[src/rtl/kb_pkg.sv]
// Shared defaults and key-index helper for the keyboard matrix scanner.
package kb_pkg;
    localparam int KB_ROWS       = 8;
    localparam int KB_COLS       = 5;
    localparam int KB_DW         = 8;
    localparam int KB_TAPE_BIT   = 7;
    localparam int KB_TICK_DIV   = 1024;
    localparam int KB_DB_SAMPLES = 4;

    function automatic int kb_idx(input int row, input int col, input int cols = KB_COLS);
        return col + row * cols;
    endfunction
endpackage

[src/rtl/kb_debounce_cell.sv]
// One key: 2-FF synchroniser followed by a tick-driven debounce counter.
module kb_debounce_cell
    import kb_pkg::*;
#(
    parameter int DB_SAMPLES = KB_DB_SAMPLES
) (
    input  logic clk,
    input  logic reset,
    input  logic tick_i,
    input  logic raw_i,
    output logic db_o,
    output logic toggle_o
);
    localparam int CW = $clog2(DB_SAMPLES + 1);
    localparam logic [CW-1:0] CNT_LAST = CW'(DB_SAMPLES - 1);
    localparam logic [CW-1:0] CNT_ONE  = CW'(1);

    logic          sync1_q, sync2_q;
    logic          db_q, db_d;
    logic [CW-1:0] cnt_q, cnt_d;

    // The counter only advances on ticks; any agreeing tick restarts the run.
    always_comb begin
        cnt_d    = cnt_q;
        db_d     = db_q;
        toggle_o = 1'b0;
        if (tick_i) begin
            if (sync2_q != db_q) begin
                if (cnt_q == CNT_LAST) begin
                    db_d     = ~db_q;
                    cnt_d    = '0;
                    toggle_o = 1'b1;
                end else begin
                    cnt_d = cnt_q + CNT_ONE;
                end
            end else begin
                cnt_d = '0;
            end
        end
    end

    always_ff @(posedge clk) begin
        if (reset) begin
            sync1_q <= 1'b0;
            sync2_q <= 1'b0;
            cnt_q   <= '0;
            db_q    <= 1'b0;
        end else begin
            sync1_q <= raw_i;
            sync2_q <= sync1_q;
            cnt_q   <= cnt_d;
            db_q    <= db_d;
        end
    end

    assign db_o = db_q;
endmodule

[src/rtl/kb_matrix_scan.sv]
// Debounced keyboard matrix and tape input, presented as an active-low bus read value.
module kb_matrix_scan
    import kb_pkg::*;
#(
    parameter int ROWS       = KB_ROWS,
    parameter int COLS       = KB_COLS,
    parameter int DW         = KB_DW,
    parameter int TAPE_BIT   = KB_TAPE_BIT,
    parameter int TICK_DIV   = KB_TICK_DIV,
    parameter int DB_SAMPLES = KB_DB_SAMPLES
) (
    input  logic                 clk,
    input  logic                 reset,
    input  logic [ROWS*COLS-1:0] keycaps,
    input  logic                 tape_in,
    input  logic [ROWS-1:0]      row_n,
    output logic [DW-1:0]        dout,
    output logic                 key_change,
    output logic                 any_key,
    output logic                 tape_edge
);
    localparam int NKEYS = ROWS * COLS;
    localparam int PW    = (TICK_DIV > 1) ? $clog2(TICK_DIV) : 1;
    localparam logic [PW-1:0] PRE_LAST = PW'(TICK_DIV - 1);
    localparam logic [PW-1:0] PRE_ONE  = PW'(1);

    logic [PW-1:0]    pre_q, pre_d;
    logic             tick;
    logic [NKEYS-1:0] db;
    logic [NKEYS-1:0] toggle;
    logic [COLS-1:0]  col_n;
    logic             tape_s1_q, tape_s2_q;
    logic             key_change_q, tape_edge_q;

    assign tick  = (pre_q == PRE_LAST);
    assign pre_d = tick ? '0 : pre_q + PRE_ONE;

    for (genvar k = 0; k < NKEYS; k++) begin : g_key
        kb_debounce_cell #(
            .DB_SAMPLES(DB_SAMPLES)
        ) u_cell (
            .clk     (clk),
            .reset   (reset),
            .tick_i  (tick),
            .raw_i   (keycaps[k]),
            .db_o    (db[k]),
            .toggle_o(toggle[k])
        );
    end

    // Every selected row contributes; aliasing across rows is deliberate.
    for (genvar c = 0; c < COLS; c++) begin : g_col
        logic [ROWS-1:0] hit;
        for (genvar r = 0; r < ROWS; r++) begin : g_row
            assign hit[r] = ~row_n[r] & db[kb_idx(r, c, COLS)];
        end
        assign col_n[c] = ~|hit;
    end

    always_ff @(posedge clk) begin
        if (reset) begin
            pre_q        <= '0;
            tape_s1_q    <= 1'b1;
            tape_s2_q    <= 1'b1;
            key_change_q <= 1'b0;
            tape_edge_q  <= 1'b0;
        end else begin
            pre_q        <= pre_d;
            tape_s1_q    <= tape_in;
            tape_s2_q    <= tape_s1_q;
            key_change_q <= |toggle;
            tape_edge_q  <= tape_s1_q ^ tape_s2_q;
        end
    end

    always_comb begin
        dout             = '1;
        dout[COLS-1:0]   = col_n;
        dout[TAPE_BIT]   = tape_s2_q;
    end

    assign any_key    = |db;
    assign key_change = key_change_q;
    assign tape_edge  = tape_edge_q;
endmodule
[config.mk]
export PLATFORM = sky130hd
export DESIGN_NAME = kb_matrix_scan
export DESIGN_NICKNAME = d
export VERILOG_FILES = /design/src/rtl/kb_pkg.sv /design/src/rtl/kb_debounce_cell.sv /design/src/rtl/kb_matrix_scan.sv
export SDC_FILE = /design/constraint.sdc
export NUM_CORES = 1
export LEC_CHECK = 0
export BUFFER_PORTS_ARGS = -buffer_cell sky130_fd_sc_hd__buf_2
export CORE_MARGIN = 1
export CORE_UTILIZATION = 60
export CTS_CLUSTER_DIAMETER = 100
export DETAILED_ROUTE_END_ITERATION = 6
export PLACE_DENSITY = 0.83
export SETUP_SLACK_MARGIN = 0.05
export SLEW_MARGIN = 5
export SYNTH_ARGS = -nofsm -noshare
export SYNTH_HDL_FRONTEND = slang
export SYNTH_SLANG_ARGS = --single-unit
[constraint.sdc]
create_clock -name clk -period 3.9 [get_ports clk]
set_input_delay 0.39 -clock clk [delete_from_list [all_inputs] [get_ports clk]]
set_output_delay 0.39 -clock clk [all_outputs]
set_load 0.005 [all_outputs]
==> flow_summary_export.csv <==
group,metric,value,unit
synthesis,synthesis.instances,1160,
power,peakVddDrop,0.363,mV
die,coreArea,17200,um^2
run,cap_violations,0,
clock_network,h-tree-depth,1,
timing,fin_ws,1.24,ns
setup_path,r2r.worst_path.cells,7,
clock_network,cts_buffers,26,
layout,antenna_cells,0,
die,die_w,134,um
placement,gp_congestion,0.946,
power,leakagePower,4.50,nW
synthesis,ys.flop_type,"dfxtp_1",
layout,fillers,1279,
setup_path,path_cells,"ha_1 -> and4_1 -> nand3_4 -> buf_12 -> nor4b_1 -> a21oi_1 -> nor2_1",
global_route,grt_max_degree,121,
clock_network,hold_buffers,0,
synthesis,synth.distinct_cells,36,
layout,fin_area,11900,um^2
placement,dp_slack,1.29,ns
clock_network,cts_setup_buffers,0,
route,drc,0,
die,rows,48,
global_route,antenna_found_initial,0,
layout,final_cell_mix,"254 x dfxtp_1, 174 x nor2_1, 86 x nor2b_1",
timing,max_freq,377,MHz
layout,area_growth,12.6,%
die,die_y,134,um
min_path,holdPathStages,2,
global_route,grt_overflow,0,
setup_path,end_kind,"register",
timing,worst_pin_slew,0.894,ns
synthesis,synthesis.area,10500,um^2
timing,setup-violations-final,0,
synthesis,ys_seq_area_share,48.3,%
route,dr.first_iter.drc_count,467,
die,start_util,61.1,%
setup_path,crit_fanout,70,
global_route,grt_pass1_vias,7462,
placement,hpwl,14.3,mm
global_route,grtUsageTotal,24.6,%
die,io_pins,62,
timing,hold_viol_final,0,
timing,skew,0.0101,ns
global_route,grt_pass1_wl,35.9,mm
layout,layout_commonest_cell,"dfxtp_1",
synthesis,synth_seq_cells,254,
synthesis,yosysWarnings,0,
clock_network,cts-resized-gates,0,
synthesis,synthArstFlopShare,0,%
layout,nNetsFinal,1288,
setup_path,crit_slowest_cell,"nand3_4",
synthesis,syn_avg_cell_area,9.08,um^2
die,dieArea,18100,um^2
status,status,"complete, no violations",
power,p_per_area,450,nW/um^2
route,routed_wl,21.9,mm
setup_path,worstSetupPathType,"reg -> reg",
timing,min_period,2.66,ns
route,num_vias,8006,
clock_network,tritoncts,"built",
power,p_total,0.00534,W
placement,portBuffers,59,
setup_path,cp-start-kind,"register",
route,drtPass1Iterations,5,
route,via_per_inst,5.56,
clock_network,clk_path_buf_depth,3,
route,ant_nets,0,
timing,rsz0062_at_grt,"no",
synthesis,synth-edff-count,0,
clock_network,clk_pin_slew,0.06,ns
min_path,min_path_type,"in -> reg",
timing,slew_headroom,40.4,%
setup_path,cp.required,4.36,ns
route,wl_per_cell,15.2,um
clock_network,clk_latency,0.52,ns
clock_network,root_buffer,"clkbuf_16",
setup_path,crit_arrival,3.11,ns
clock_network,cts.sinks,254,
placement,place_area,11000,um^2
layout,drive_gt1_share,9.95,%
setup_path,critical_path.max_stage_delay,0.54,ns
timing,slew_violations,0,
timing,fin_crit_sh,68.1,%
timing,tns,0,ns
[through the flow]
stage               hold WS (ns)  util [%]  instances
floorplan                  0.414         -       1161
global placement           0.416      63.6       1393
detailed placement         0.420      63.6       1393
CTS                       0.0354      68.8       1441
global route              0.0463      68.8       1441
finish                    0.0525      68.8       1441
[power by group]
group	switching (W)	internal (W)	total (W)
combinational	0.0000878	0.0000692	0.000157
sequential	0.0000235	0.00264	0.00266
clock	0.00102	0.00150	0.00252
total	0.00114	0.00420	0.00534
[synth_stat cells, types with 4 or more instances]
cell type,instances,area share (%)
a21oi_1,85,4.0
and3b_1,12,1.0
buf_2,10,0.48
buf_4,4,0.29
clkbuf_1,44,1.6
dfxtp_1,254,48
ha_1,41,4.9
inv_1,43,1.5
mux2i_1,32,3.0
nand2_1,61,2.2
nand2b_1,36,2.1
nand3_1,23,1.1
nand4_1,4,0.24
nand4b_1,23,1.9
nor2_1,174,6.2
nor2b_1,86,5.1
nor3_1,18,0.86
nor3b_1,29,2.1
nor4_1,22,1.3
nor4b_1,23,1.9
o21ai_0,17,0.81
o22ai_1,37,2.2
xnor2_1,42,3.5
xnor2_2,5,0.77
xor2_1,16,1.3
[critical path: cells and delay by family (launching register included)]
| kind | cells | cell delay [ns] |
|---|---|---|
| compound gates | 1 | 0.10 |
| fa+ha+maj | 1 | 0.21 |
| buf+inv | 1 | 0.44 |
| flops | 1 | 0.39 |
| simple gates | 4 | 1.37 |
[flip-flops by register name, indices dropped and copies added (netlist names)]
| signal | count |
|---|---|
| tape_edge | 1 |
| g_key.u_cell.cnt_q | 120 |
| pre_q | 10 |
| tape_s2_q | 1 |
| g_key.u_cell.db_o | 40 |
| tape_s1_q | 1 |
| g_key.u_cell.sync2_q | 40 |
| g_key.u_cell.sync1_q | 40 |
| key_change | 1 |
[layout make-up]
class	instances	area, um^2	area share, %
flip-flops and latches	254	5080	42.9
inverters	43	161	1.36
well taps	225	282	2.37
clock inverters	13	130	1.10
multi-input cells	805	5050	42.6
clock buffers	35	756	6.37
repair buffers	66	392	3.30
[logic make-up after synthesis]
| group | synth area share [%] |
|---|---|
| adders and majority gates | 4.87 |
| DFF | 48.3 |
| other | 0.0356 |
| muxes | 3.15 |
| xor gates and xnor gates | 5.60 |
| buffers and inverters | 3.90 |
| and+or+nand+nor | 27.0 |
| AOI/OAI and AO/OA | 7.19 |
[path summary, 6_finish.rpt]
kind / slack, ns / from / to
setup / recovery: 1.24 / pre_q[0] / g_key[24].u_cell.cnt_q[0]
hold / removal: 0.05 / tape_in / tape_s1_q
setup reg to reg: 1.24 / pre_q[0] / g_key[24].u_cell.cnt_q[0]
hold reg to reg: 0.42 / g_key[19].u_cell.sync1_q / g_key[19].u_cell.sync2_q
[per-layer routing]
layer / global-route usage [%] / part of all wire, %
met4: 7.74 / 2.1
met3: 4.39 / 6.1
met2: 39.6 / 46
met5: 0 / 0
met1: 33.6 / 46
(Power assumes the default switching activity.)
